`src/rtl/shift_normalizer_pkg.sv`:
```
// Shared definitions for the shift normalizer.
//   WIDTH / SHW  : default data width and shift-amount width
//   DIR_LEFT     : normalize toward the MSB (leading-zero count, left shift)
//   DIR_RIGHT    : normalize toward the LSB (trailing-zero count, right shift)
//   norm_result_t: one normalized result {data, shift, dir, zero}
package shift_norm_pkg;

    localparam int WIDTH = 8;
    localparam int SHW   = $clog2(WIDTH);

    localparam logic DIR_LEFT  = 1'b0;
    localparam logic DIR_RIGHT = 1'b1;

    typedef struct packed {
        logic [WIDTH-1:0] data;
        logic [SHW-1:0]   shift;
        logic             dir;
        logic             zero;
    } norm_result_t;

endpackage

```
`src/rtl/shift_normalizer_if.sv`:
```
// Handshake bundle for the shift normalizer.
//   in_valid/in_ready/in_data/in_dir      : upstream word and direction
//   out_valid/out_ready/out_data/out_shift: normalized word and shift used
//   out_dir/out_zero                      : direction carried along, all-zero flag
// slave  = the normalizer's view, master = the producer/consumer's view.
interface shift_normalizer_if #(
    parameter int WIDTH = 8,
    parameter int SHW   = $clog2(WIDTH)
);
    logic             in_valid;
    logic             in_ready;
    logic [WIDTH-1:0] in_data;
    logic             in_dir;
    logic             out_valid;
    logic             out_ready;
    logic [WIDTH-1:0] out_data;
    logic [SHW-1:0]   out_shift;
    logic             out_dir;
    logic             out_zero;

    modport slave (
        input  in_valid, in_data, in_dir, out_ready,
        output in_ready, out_valid, out_data, out_shift, out_dir, out_zero
    );

    modport master (
        output in_valid, in_data, in_dir, out_ready,
        input  in_ready, out_valid, out_data, out_shift, out_dir, out_zero
    );
endinterface

```
`src/rtl/shift_normalizer_zero_count.sv`:
```
// Combinational priority encoder counting the zeros in front of the first
// set bit, scanned from the MSB (dir=0) or from the LSB (dir=1).
//   data_i  : word to scan
//   dir_i   : DIR_LEFT = leading zeros, DIR_RIGHT = trailing zeros
//   count_o : zero count (0 when data_i is all zeros)
//   zero_o  : data_i is all zeros
module zero_count #(
    parameter int WIDTH = 8,
    parameter int SHW   = $clog2(WIDTH)
) (
    input  logic [WIDTH-1:0] data_i,
    input  logic             dir_i,
    output logic [SHW-1:0]   count_o,
    output logic             zero_o
);
    import shift_norm_pkg::*;

    logic [SHW-1:0] lead_cnt;
    logic [SHW-1:0] trail_cnt;

    always_comb begin
        // NOTE: every output of a combinational block gets a default first;
        // a path that leaves one unassigned would infer a latch.
        lead_cnt  = '0;
        trail_cnt = '0;
        // Later loop iterations override earlier ones, so the highest set bit
        // wins for the leading count and the lowest set bit for the trailing.
        for (int i = 0; i < WIDTH; i++) begin
            if (data_i[i]) lead_cnt = SHW'(WIDTH - 1 - i);
        end
        for (int i = WIDTH - 1; i >= 0; i--) begin
            if (data_i[i]) trail_cnt = SHW'(i);
        end
    end

    assign count_o = (dir_i == DIR_RIGHT) ? trail_cnt : lead_cnt;
    assign zero_o  = ~|data_i;

endmodule

```
`src/rtl/shift_normalizer.sv`:
```
// Two-stage normalizer: stage 1 registers the word with its zero count,
// stage 2 registers the word shifted so the first one sits at the MSB
// (dir=0) or LSB (dir=1). Valid/ready on both sides, bubbles collapse,
// at most two words in flight.
//   clk, rst_n : clock, asynchronous active-low reset
//   io         : shift_normalizer_if.slave handshake bundle
module shift_normalizer #(
    parameter int WIDTH = 8,
    parameter int SHW   = $clog2(WIDTH)
) (
    input  logic                 clk,
    input  logic                 rst_n,
    shift_normalizer_if.slave    io
);
    import shift_norm_pkg::*;

    logic             s1_valid_q, s1_valid_d;
    logic [WIDTH-1:0] s1_data_q,  s1_data_d;
    logic             s1_dir_q,   s1_dir_d;
    logic [SHW-1:0]   s1_cnt_q,   s1_cnt_d;
    logic             s1_zero_q,  s1_zero_d;

    logic             s2_valid_q, s2_valid_d;
    logic [WIDTH-1:0] s2_data_q,  s2_data_d;
    logic [SHW-1:0]   s2_shift_q, s2_shift_d;
    logic             s2_dir_q,   s2_dir_d;
    logic             s2_zero_q,  s2_zero_d;

    logic [SHW-1:0]   zc_count;
    logic             zc_zero;
    logic             s2_take;
    logic             in_fire;

    zero_count #(.WIDTH(WIDTH), .SHW(SHW)) u_zero_count (
        .data_i  (io.in_data),
        .dir_i   (io.in_dir),
        .count_o (zc_count),
        .zero_o  (zc_zero)
    );

    // Stage 2 can take a word when empty or when its word leaves this cycle.
    assign s2_take     = ~s2_valid_q | io.out_ready;
    // Equivalent to "stage 1 empty or stage 1 moving"; independent of in_valid.
    assign io.in_ready = ~s1_valid_q | ~s2_valid_q | io.out_ready;
    assign in_fire     = io.in_valid & io.in_ready;

    always_comb begin
        s1_valid_d = s1_valid_q;
        s1_data_d  = s1_data_q;
        s1_dir_d   = s1_dir_q;
        s1_cnt_d   = s1_cnt_q;
        s1_zero_d  = s1_zero_q;
        s2_valid_d = s2_valid_q;
        s2_data_d  = s2_data_q;
        s2_shift_d = s2_shift_q;
        s2_dir_d   = s2_dir_q;
        s2_zero_d  = s2_zero_q;

        if (s2_take) begin
            s2_valid_d = s1_valid_q;
            if (s1_valid_q) begin
                // Zero input has count 0, so it passes through as 0.
                s2_data_d  = (s1_dir_q == DIR_LEFT) ? (s1_data_q << s1_cnt_q)
                                                    : (s1_data_q >> s1_cnt_q);
                s2_shift_d = s1_cnt_q;
                s2_dir_d   = s1_dir_q;
                s2_zero_d  = s1_zero_q;
            end
        end

        if (io.in_ready) begin
            s1_valid_d = io.in_valid;
            if (in_fire) begin
                s1_data_d = io.in_data;
                s1_dir_d  = io.in_dir;
                s1_cnt_d  = zc_count;
                s1_zero_d = zc_zero;
            end
        end
    end

    always_ff @(posedge clk or negedge rst_n) begin
        if (!rst_n) begin
            // NOTE: the datapath registers are reset as well, not only the
            // valids, so every output reads 0 straight out of reset.
            s1_valid_q <= 1'b0;
            s1_data_q  <= '0;
            s1_dir_q   <= 1'b0;
            s1_cnt_q   <= '0;
            s1_zero_q  <= 1'b0;
            s2_valid_q <= 1'b0;
            s2_data_q  <= '0;
            s2_shift_q <= '0;
            s2_dir_q   <= 1'b0;
            s2_zero_q  <= 1'b0;
        end else begin
            // NOTE: non-blocking assignments so both stages update from the
            // pre-edge values and a word advances exactly one stage per edge.
            s1_valid_q <= s1_valid_d;
            s1_data_q  <= s1_data_d;
            s1_dir_q   <= s1_dir_d;
            s1_cnt_q   <= s1_cnt_d;
            s1_zero_q  <= s1_zero_d;
            s2_valid_q <= s2_valid_d;
            s2_data_q  <= s2_data_d;
            s2_shift_q <= s2_shift_d;
            s2_dir_q   <= s2_dir_d;
            s2_zero_q  <= s2_zero_d;
        end
    end

    assign io.out_valid = s2_valid_q;
    assign io.out_data  = s2_data_q;
    assign io.out_shift = s2_shift_q;
    assign io.out_dir   = s2_dir_q;
    assign io.out_zero  = s2_zero_q;

endmodule

```
`src/flat_wrapper.sv`:
```
// flat-port wrapper written by rule: the top's interface ports become plain ports
module shift_normalizer_flat import shift_norm_pkg::*;
#(
    parameter int WIDTH = 8,
    parameter int SHW   = $clog2(WIDTH)
)
  (clk, rst_n, io_in_valid, io_in_data, io_in_dir, io_out_ready, io_in_ready, io_out_valid, io_out_data, io_out_shift, io_out_dir, io_out_zero);
  shift_normalizer_if #(.WIDTH(WIDTH), .SHW(SHW)) io_i ();
  input  logic clk;
  input  logic rst_n;
  input wire logic [$bits(io_i.in_valid)-1:0] io_in_valid;
  input wire logic [$bits(io_i.in_data)-1:0] io_in_data;
  input wire logic [$bits(io_i.in_dir)-1:0] io_in_dir;
  input wire logic [$bits(io_i.out_ready)-1:0] io_out_ready;
  output wire logic [$bits(io_i.in_ready)-1:0] io_in_ready;
  output wire logic [$bits(io_i.out_valid)-1:0] io_out_valid;
  output wire logic [$bits(io_i.out_data)-1:0] io_out_data;
  output wire logic [$bits(io_i.out_shift)-1:0] io_out_shift;
  output wire logic [$bits(io_i.out_dir)-1:0] io_out_dir;
  output wire logic [$bits(io_i.out_zero)-1:0] io_out_zero;
  assign io_i.in_valid = io_in_valid;
  assign io_i.in_data = io_in_data;
  assign io_i.in_dir = io_in_dir;
  assign io_i.out_ready = io_out_ready;
  assign io_in_ready = io_i.in_ready;
  assign io_out_valid = io_i.out_valid;
  assign io_out_data = io_i.out_data;
  assign io_out_shift = io_i.out_shift;
  assign io_out_dir = io_i.out_dir;
  assign io_out_zero = io_i.out_zero;
  shift_normalizer #(.WIDTH(WIDTH), .SHW(SHW)) u_core (.clk(clk), .rst_n(rst_n), .io(io_i));
endmodule
```
`config.mk`:
```
export PLATFORM = sky130hd
export DESIGN_NAME = shift_normalizer_flat
export DESIGN_NICKNAME = d
export VERILOG_FILES = /design/src/rtl/shift_normalizer_pkg.sv /design/src/rtl/shift_normalizer_if.sv /design/src/rtl/shift_normalizer_zero_count.sv /design/src/rtl/shift_normalizer.sv /design/src/flat_wrapper.sv
export SDC_FILE = /design/constraint.sdc
export NUM_CORES = 1
export LEC_CHECK = 0
export ABC_AREA = 1
export CORE_ASPECT_RATIO = 0.6
export CORE_UTILIZATION = 25
export DETAILED_ROUTE_END_ITERATION = 12
export GPL_ROUTABILITY_DRIVEN = 0
export HOLD_SLACK_MARGIN = 0.03
export SLEW_MARGIN = 20
export SYNTH_ARGS = -nofsm -noshare
export SYNTH_HDL_FRONTEND = slang
export SYNTH_SLANG_ARGS = --single-unit
```
`constraint.sdc`:
```
create_clock -name clk -period 1.2 [get_ports clk]
set_input_delay 0.12 -clock clk [delete_from_list [all_inputs] [get_ports clk]]
set_output_delay 0.12 -clock clk [all_outputs]
set_load 0.02 [all_outputs]
```
* After elaboration in Yosys (flattened, before gate mapping)
Cells that the tools add are included.
Cells by class: bitwise operators 6, shift operators 2, muxes and demuxes 18, reductions and logical operators 4
Operators by type and width (count):
- 3-bit 2-to-1 mux | 17
- 8-bit 2-to-1 mux | 1
- 8-bit OR reduction | 1
- 8-bit by 3-bit left shift with 8-bit output | 1
- 8-bit by 3-bit right shift with 8-bit output | 1
- 2-bit AND reduction | 2
- 1-bit OR | 3
- 1-bit NOT | 2
- 1-bit bitwise AND | 1
- 1-bit zero test | 1
Word-level totals: logic and storage cells 40, input port bits 13, register bits after elaboration 28

* Logic depth before layout (Yosys ltp)
Gate-level depths: netlist (run 1).
depth after elaboration 9, gate-level depth with buffers 10, mapped depth without buffers 9

* Cells and area by module
From an unflattened synthesis (run 1), not the netlist that was laid out.
Unflattened totals: cells, all modules 234, area, all modules 1716.6 sq um
Modules (own cells, without submodules):
- shift_normalizer | area each 1539.0 sq um, cells an instance 195, times used 1, seq. area each 700.7 sq um
- zero_count | area each 177.7 sq um, cells an instance 39, times used 1, seq. area each 0.0 sq um

* Worst setup path after synthesis (run 1)
No wires, ideal clock.
path kind register to register, start point register u_core.s2_valid_q, in the netlist u_core.io.out_valid, end point register u_core.s1_cnt_q[2], path buffers 0, data arrival time 1.237 ns, period minus slack after synthesis 1.370 ns, path slack -0.170 ns, cell stages (with the launch flop) 6, cells stage by stage dfrtp_1 -> nand3_1 -> nand2_2 -> inv_2 -> o21ai_0 -> o22ai_1
Between the ends: cells in the longest elaborated chain, start to end 5
RTL lines:
- start: declaration | RTL line shift_normalizer.sv:23 | logic s2_valid_q, s2_valid_d;
- start signal: assignment | RTL line shift_normalizer.sv:104 | s2_valid_q <= s2_valid_d;
- 1-bit NOT * | RTL line shift_normalizer.sv:44 | assign io.in_ready = ~s1_valid_q | ~s2_valid_q | io.out_ready;
- 1-bit OR * (2 in series) | RTL line shift_normalizer.sv:44
- via io_in_ready | RTL line flat_wrapper.sv:15 | output wire logic [$bits(io_i.in_ready)-1:0] io_in_ready;
- 1-bit bitwise AND | RTL line shift_normalizer.sv:45 | assign in_fire = io.in_valid & io.in_ready;
- 2-bit AND reduction (no source line) *
- end signal: assignment | RTL line shift_normalizer.sv:102 | s1_cnt_q <= s1_cnt_d;
- end: declaration | RTL line shift_normalizer.sv:20 | logic [SHW-1:0] s1_cnt_q, s1_cnt_d;
The timed path passes the listed nets; every way through them passes the cells marked *. A chain may end at the register's enable or synchronous reset.

* Worst setup path after layout (run 1)
start point register u_core.s1_cnt_q[0], end point register u_core.s2_data_q[7], in the netlist u_core.io.out_data[7]
Between the ends: cells in the longest elaborated chain, start to end 2
RTL lines:
- 8-bit by 3-bit left shift with 8-bit output / 8-bit by 3-bit right shift with 8-bit output (equally long branches) | RTL line shift_normalizer.sv:63, shift_normalizer.sv:64
- 8-bit 2-to-1 mux * | RTL line shift_normalizer.sv:63 | s2_data_d = (s1_dir_q == DIR_LEFT) ? (s1_data_q << s1_cnt_q)
- end signal: assignment | RTL line shift_normalizer.sv:105 | s2_data_q <= s2_data_d;
- end: declaration | RTL line shift_normalizer.sv:24 | logic [WIDTH-1:0] s2_data_q, s2_data_d;
Every way passes the cells marked *; elsewhere a longest branch is shown, timed or not.

==> flow_metrics.py, run 1 <==
metrics = {
    "yosys": {
        "syn_inst": 246,
        "syn-num-nets": 259,
        "synth-edff-count": 0,
        "synth_area_um2": 1689,
        "ys_seq_area_share_pct": 41.48,
        "synth_flop_cell": "dfrtp_1",
        "syn_area_per_cell_um2": 6.866,
        "synth-seq-cells": 28,
        "ys_types": 25,
        "yosysWarnings": 0,
        "async_reset_ff_share_pct": 100.0,
    },
    "placed_design": {
        "portBuffers": 27,
        "dp.cells": 379,
        "place_hpwl_um": 3510,
        "placed_area_um2": 2256,
    },
    "floorplanning": {
        "fp.dieW_um": 108.1,
        "ios": 28,
        "row_count": 22,
        "die_h_um": 65.67,
        "initial_utilization_pct": 26.80,
        "die_area_um2": 7100,
        "core_area_um2": 6304,
    },
    "timing": {
        "hold_viol": 0,
        "tightest_slew_ns": 0.2985,
        "whs_ns": 0.1791,
        "finalCriticalPeriod_ns": 1.243,
        "fin_skew_ns": 0.005328,
        "fmax_mhz": 804.6,
        "setup-tns-final_ns": -0.1454,
        "fin_crit_sh_pct": 103.6,
        "setup_ws_ns": -0.04289,
        "setup_viol": 6,
        "timing.slew.headroom_pct": 80.08,
        "slew_viol_final": 0,
        "rsz0062_at_grt": "true",
    },
    "clock_tree": {
        "htree_levels": 1,
        "cts.sinks": 28,
        "cts_tree": "done",
        "path_clk_slew_ns": 0.10,
        "cts-root-buf": "clkbuf_8",
        "clock_latency_ns": 0.29,
        "cts_buffers": 3,
        "ctsLongestPathBuffers": 2,
    },
    "pwr": {
        "ir_drop_uv": 582.1,
        "p_leak_uw": 0.001231,
        "power_uw": 3698,
        "p_per_area_nw_per_um2": 1520,
    },
    "routing": {
        "drt_wl_total_um": 4664,
        "wl_per_cell_um": 12.11,
        "vias_per_cell": 4.530,
        "drc": 0,
        "dr.pass1.iters": 4,
        "ant_nets": 0,
        "drtIter0Drc": 144,
        "vias": 1744,
    },
    "setup_path": {
        "cp-start-kind": "flop",
        "critPathKind": "reg -> reg",
        "cp.arrival_ns": 1.48,
        "worst_r2r_path_depth": 7,
        "cp_max_fo": 8,
        "end_kind": "flop",
        "crit_required_ns": 1.44,
        "cpPeakStageDelay_ns": 0.49,
        "crit_chain": "buf_6 > o21a_1 > nand2_1 > nand3_1 > nand3_1 > nand2_1 > inv_1",
        "slowest_stage": "dfrtp_2",
    },
    "layout": {
        "synthToLayoutAreaGrowth_pct": 44.07,
        "final_nets": 315,
        "drive_above_1_share_pct": 23.26,
        "antenna_cells": 0,
        "fill_cells": 668,
        "fin_area_um2": 2434,
        "final_cells": 385,
    },
    "flow_run": {
        "cap_violations": 0,
    },
    "global_routing": {
        "grt.total_usage_pct": 14.68,
        "grt_pass1_wl_um": 7962,
        "first_global_vias": 1672,
        "grt_max_degree": 29,
        "grt_overflow": 0,
        "antenna_found_initial": 0,
    },
    "hold_path": {
        "hold_path.class": "in -> async",
    },
    "status": {
        "status": "complete, but fails checks",
        "failed_checks": "setup timing",
    },
}
[cell usage after synthesis, types with 2 or more instances]
| library cell | count | share of area, % |
|---|---|---|
| nand3_1 | 28 | 8.3 |
| o21ai_0 | 14 | 4.1 |
| a21oi_1 | 4 | 1.2 |
| nand4_1 | 2 | 0.74 |
| buf_6 | 2 | 1.3 |
| o21ai_1 | 2 | 0.59 |
| o21a_1 | 3 | 1.3 |
| buf_2 | 4 | 1.2 |
| inv_2 | 4 | 0.89 |
| o211ai_1 | 5 | 2.2 |
| nand2_2 | 2 | 0.74 |
| or2_2 | 3 | 1.1 |
| inv_1 | 27 | 6.0 |
| nand2_1 | 85 | 19 |
| nor2_1 | 23 | 5.1 |
| a31oi_1 | 2 | 0.74 |
| dfrtp_1 | 28 | 41 |
[worst max-delay path: cells and delay by family (launching register included)]
kind / cells / cell delay (ns)
flops: 1 / 0.49
simple gates: 4 / 0.30
buf+inv: 2 / 0.21
compound gates: 1 / 0.19
[state kept, by name, indices dropped and copies added, names as in the netlist]
signal               cells
u_core.io.out_data       8
u_core.s1_data_q         8
u_core.io.out_shift      3
u_core.s1_cnt_q          3
u_core.io.out_dir        1
u_core.io.out_valid      1
u_core.io.out_zero       1
u_core.s1_dir_q          1
u_core.s1_valid_q        1
u_core.s1_zero_q         1
[cell families (layout without fill, tap and decap cells)]
group           Yosys count  in the layout  synth area share [%]
simple gates            145            145                 35.70
buf+inv                  38             93                 10.30
compound gates           35             35                 12.52
flops                    28             28                 41.48
[layer usage]
| metal | vias to the layer above | track usage [%] | wire length [µm] |
|---|---|---|---|
| met1 | 795 | 21.29 | 2400 |
| met5 | - | 0 | 0 |
| met4 | 0 | 4.623 | 76 |
| met3 | 9 | 3.274 | 355 |
| li1 | 890 | - | - |
| met2 | 50 | 21.34 | 1832 |
[stage by stage]
stage / worst slack [ns] / util [%]
global route: -0.1450 / 38.61
floorplan: -0.01095 / -
CTS: -0.02609 / 38.29
global placement: -0.2256 / 35.79
detailed placement: -0.2320 / 35.79
finish: -0.04289 / 38.61
[cells in the final DEF, fill, tap and decap left out, types with 2 or more instances in the layout]
cell type and n:
clkdlybuf4s50_1 12, buf_6 2, nand3_1 24, inv_4 2, o21ai_0 13, o21ai_1 2
buf_12 3, buf_4 25, nand3_2 4, nand4_1 2, a21oi_2 3, dlygate4sd2_1 14
nand2_1 78, o21a_1 3, o21ai_2 2, or2_2 3, nand2_4 4, o211ai_1 5
a21oi_1 2, buf_2 2, nand2_2 5, inv_1 23, clkbuf_8 3, inv_2 5
nor2_1 22, dfrtp_2 2, dfrtp_1 26
[report_power, final]
part,leakage (µW),switching (µW),internal [µW]
clock,0.0000357,327,448
sequential,0.000339,176,1170
combinational,0.000857,916,664
total,0.00123,1420,2280
[worst paths after layout]
| check | end | start | slack, ns |
|---|---|---|---|
| worst max-delay path | u_core.io.out_data[7]$_DFFE_PN0P_ | u_core.s1_cnt_q[0]$_DFFE_PN0P_ | -0.04 |
| worst min-delay path | u_core.s1_valid_q$_DFFE_PN0N_ | rst_n | 0.18 |
| worst max register to register | u_core.io.out_data[7]$_DFFE_PN0P_ | u_core.s1_cnt_q[0]$_DFFE_PN0P_ | -0.04 |
| worst min register to register | u_core.io.out_shift[2]$_DFFE_PN0P_ | u_core.io.out_shift[2]$_DFFE_PN0P_ | 0.49 |
| max in group asynchronous | u_core.s1_cnt_q[0]$_DFFE_PN0P_ | rst_n | 0.84 |
| min in group clk | u_core.s1_valid_q$_DFFE_PN0N_ | io_in_valid | 0.47 |
[what timing repair did]
action                                  in CTS  in global routing
gates resized for setup                     43                  8
gates cloned                                 1                  0
setup buffers                                1                  0
hold buffers                                 0                  0
endpoints found under the setup margin      23                 13
pin swaps                                   12                  3
[layout make-up]
class                           instances  area, µm²  share of cell area (%)
Clock buffer                            3      41.29                   1.697
Clock inverter                          1      30.03                   1.234
Inverter                               31      126.4                   5.193
Multi-Input combinational cell        180      904.6                   37.17
Sequential cell                        28      703.2                   28.89
Tap cell                               84      105.1                   4.319
Timing Repair Buffer                   58      523.0                   21.49
No activity file was read; power rests on OpenSTA's default activity.
==> run 2, diff against run 1 <==
CORE_MARGIN = 3   (was unset)
==> run 2 against run 1 <==
  * Final area rose by 6.4%
  * Total power rose by 10%
  * Core utilization rose by 2.3 points
  * The flow still finishes with violations (setup timing)
  * Wire length rose by 5.6%
  * First-iteration DRC count rose by 16%
  * Fmax fell by 7.2%
  * Clock power rose by 29%
  * Final cell count rose by 2.6%
  * Register-to-register slack got worse by 0.096 ns
  * Largest cell class unchanged
  * Via count rose by 3.3%
==> flow_metrics.py, run 2 (synthesis results as in run 1) <==
metrics = {
    "timing": {
        "finalCriticalPeriod_ns": 1.339,
        "setup-tns-final_ns": -0.7252,
        "hold_viol": 0,
        "timing.slew.headroom_pct": 78.21,
        "rsz0062_at_grt": "true",
        "tightest_slew_ns": 0.3256,
        "setup_viol": 8,
        "fmax_mhz": 746.7,
        "fin_skew_ns": 0.003182,
        "setup_ws_ns": -0.1392,
        "fin_crit_sh_pct": 111.6,
        "slew_viol_final": 0,
    },
    "floorplanning": {
        "core_area_um2": 6331,
        "ios": 28,
        "fp.dieW_um": 112.1,
        "die_h_um": 69.67,
        "row_count": 22,
        "initial_utilization_pct": 26.68,
        "die_area_um2": 7811,
    },
    "routing": {
        "ant_nets": 0,
        "dr.pass1.iters": 4,
        "vias_per_cell": 4.562,
        "drc": 0,
        "wl_per_cell_um": 12.46,
        "vias": 1802,
        "drt_wl_total_um": 4923,
        "drtIter0Drc": 167,
    },
    "setup_path": {
        "crit_chain": "clkinv_4 > buf_4 > a21oi_4 > nand2_2 > nand3_1 > nand2_1 > nor2_1 > nor2_1",
        "cp_max_fo": 8,
        "r2r_slack_ns": -0.14,
        "cpPeakStageDelay_ns": 0.47,
        "cp-start-kind": "flop",
        "critPathBufInv": 2,
        "crit-reg2reg-launch": "u_core.s1_cnt_q[0]$_DFFE_PN0P_",
        "cp.arrival_ns": 1.50,
        "worst_r2r_path_depth": 8,
        "end_kind": "flop",
        "r2r_end": "u_core.io.out_data[6]$_DFFE_PN0P_",
        "crit_top_cell": "nor2_1",
        "slowest_stage": "dfrtp_2",
        "crit_family": "flip-flops",
        "crit_required_ns": 1.36,
        "critPathKind": "reg -> reg",
    },
    "layout": {
        "synthToLayoutAreaGrowth_pct": 53.26,
        "final_cell_mix": "77 x nand2_1, 33 x buf_4, 26 x dfrtp_1",
        "final_nets": 325,
        "antenna_cells": 0,
        "drive_above_1_share_pct": 26.37,
        "fill_cells": 670,
        "layout_commonest_cell": "nand2_1",
        "fin_area_um2": 2589,
    },
    "pwr": {
        "power_switching_uw": 1489,
        "p_seq_share_pct": 33.3,
        "ir_drop_uv": 619.8,
        "p_leak_uw": 0.001317,
        "internal_power_uw": 2587,
        "swShare_pct": 36.53,
        "p_per_area_nw_per_um2": 1574,
        "clock_power_share_pct": 24.5,
        "p_comb_share_pct": 42.3,
    },
    "global_routing": {
        "busiest_layer": "met1",
        "antenna_found_initial": 0,
        "first_global_vias": 1697,
        "grt_overflow": 0,
        "grt_max_degree": 29,
        "grt.total_usage_pct": 13.01,
        "use_met3_pct": 3.226,
        "met2_usage_pct": 19.01,
        "grt_pass1_wl_um": 8390,
        "grtUsageMet1_pct": 19.91,
    },
    "placed_design": {
        "pre_cts_slack_ns": -0.2735,
        "portBuffers": 27,
        "place_hpwl_um": 3670,
        "placed_area_um2": 2278,
    },
    "clock_tree": {
        "cts_buffers": 3,
        "path_clk_slew_ns": 0.07,
        "cts_tree": "done",
        "htree_levels": 1,
        "clock_latency_ns": 0.26,
        "ctsLongestPathBuffers": 2,
        "cts.sinks": 28,
        "cts-root-buf": "clkbuf_16",
    },
    "status": {
        "status": "complete, but fails checks",
        "failed_checks": "setup timing",
    },
    "flow_run": {
        "cap_violations": 0,
    },
    "hold_path": {
        "hold_path.class": "in -> async",
    },
}
-- run 2: per-stage QoR --
| stage | instances | hold WS [ns] | util (%) | total power, µW |
|---|---|---|---|---|
| 2_1_floorplan | 246 | -0.1756 | - | 2244 |
| 3_3_place_gp | 382 | 0.4713 | 35.99 | 2935 |
| 3_5_place_dp | 382 | 0.4825 | 35.99 | 2948 |
| 4_1_cts | 390 | 0.2201 | 38.83 | 3938 |
| 5_1_grt | 395 | 0.2305 | 40.89 | 4352 |
| 6_report | 395 | 0.2104 | 40.89 | 4075 |
-- run 2: power by group through the flow --
stage | clock network (µW) | logic (µW) | registers, µW
floorplan | 0 | 736 | 1510
global placement | 0 | 1590 | 1350
detailed placement | 0 | 1600 | 1350
CTS | 1020 | 1580 | 1340
global route | 1060 | 1900 | 1390
finish | 998 | 1720 | 1360
-- run 2: worst max path at each step --
| stage | start | to | depth (start not counted) |
|---|---|---|---|
| 6_report | u_core.s1_cnt_q[0]$_DFFE_PN0P_ | u_core.io.out_data[6]$_DFFE_PN0P_ | 8 |
| 3_3_place_gp | io_out_ready | io_in_ready | 4 |
| 3_5_place_dp | io_out_ready | u_core.io.out_data[0]$_DFFE_PN0P_ | 8 |
| 4_1_cts | u_core.s1_cnt_q[0]$_DFFE_PN0P_ | u_core.io.out_data[0]$_DFFE_PN0P_ | 7 |
| 5_1_grt | u_core.s1_cnt_q[0]$_DFFE_PN0P_ | u_core.io.out_data[6]$_DFFE_PN0P_ | 8 |
| 2_1_floorplan | u_core.io.out_valid$_DFFE_PN0N_ | u_core.s1_zero_q$_DFFE_PN0P_ | 5 |
-- run 2: per-layer routing --
metal  part of all wire (%)  vias to the layer above
met5                      0                        -
met1                     51                      831
met2                     42                       55
met3                    6.2                        3
li1                       -                      913
met4                   0.30                        0
-- run 2: what timing repair did --
item | 4_1_cts | 5_1_grt
pin swaps | 5 | 10
hold buffers | 0 | 0
endpoints found under the setup margin | 23 | 14
gates resized for setup | 33 | 28
buffers inserted | 3 | 5
cloned | 1 | 0
-- run 2: layout make-up --
cell class / count / area (µm²) / share of cell area (%)
clock buffers: 3 / 75.07 / 2.900
clock inverters: 1 / 30.03 / 1.160
inverters: 31 / 128.9 / 4.978
multi-input cells: 180 / 940.9 / 36.35
flip-flops and latches: 28 / 703.2 / 27.16
well taps: 84 / 105.1 / 4.060
repair buffers: 68 / 605.6 / 23.39
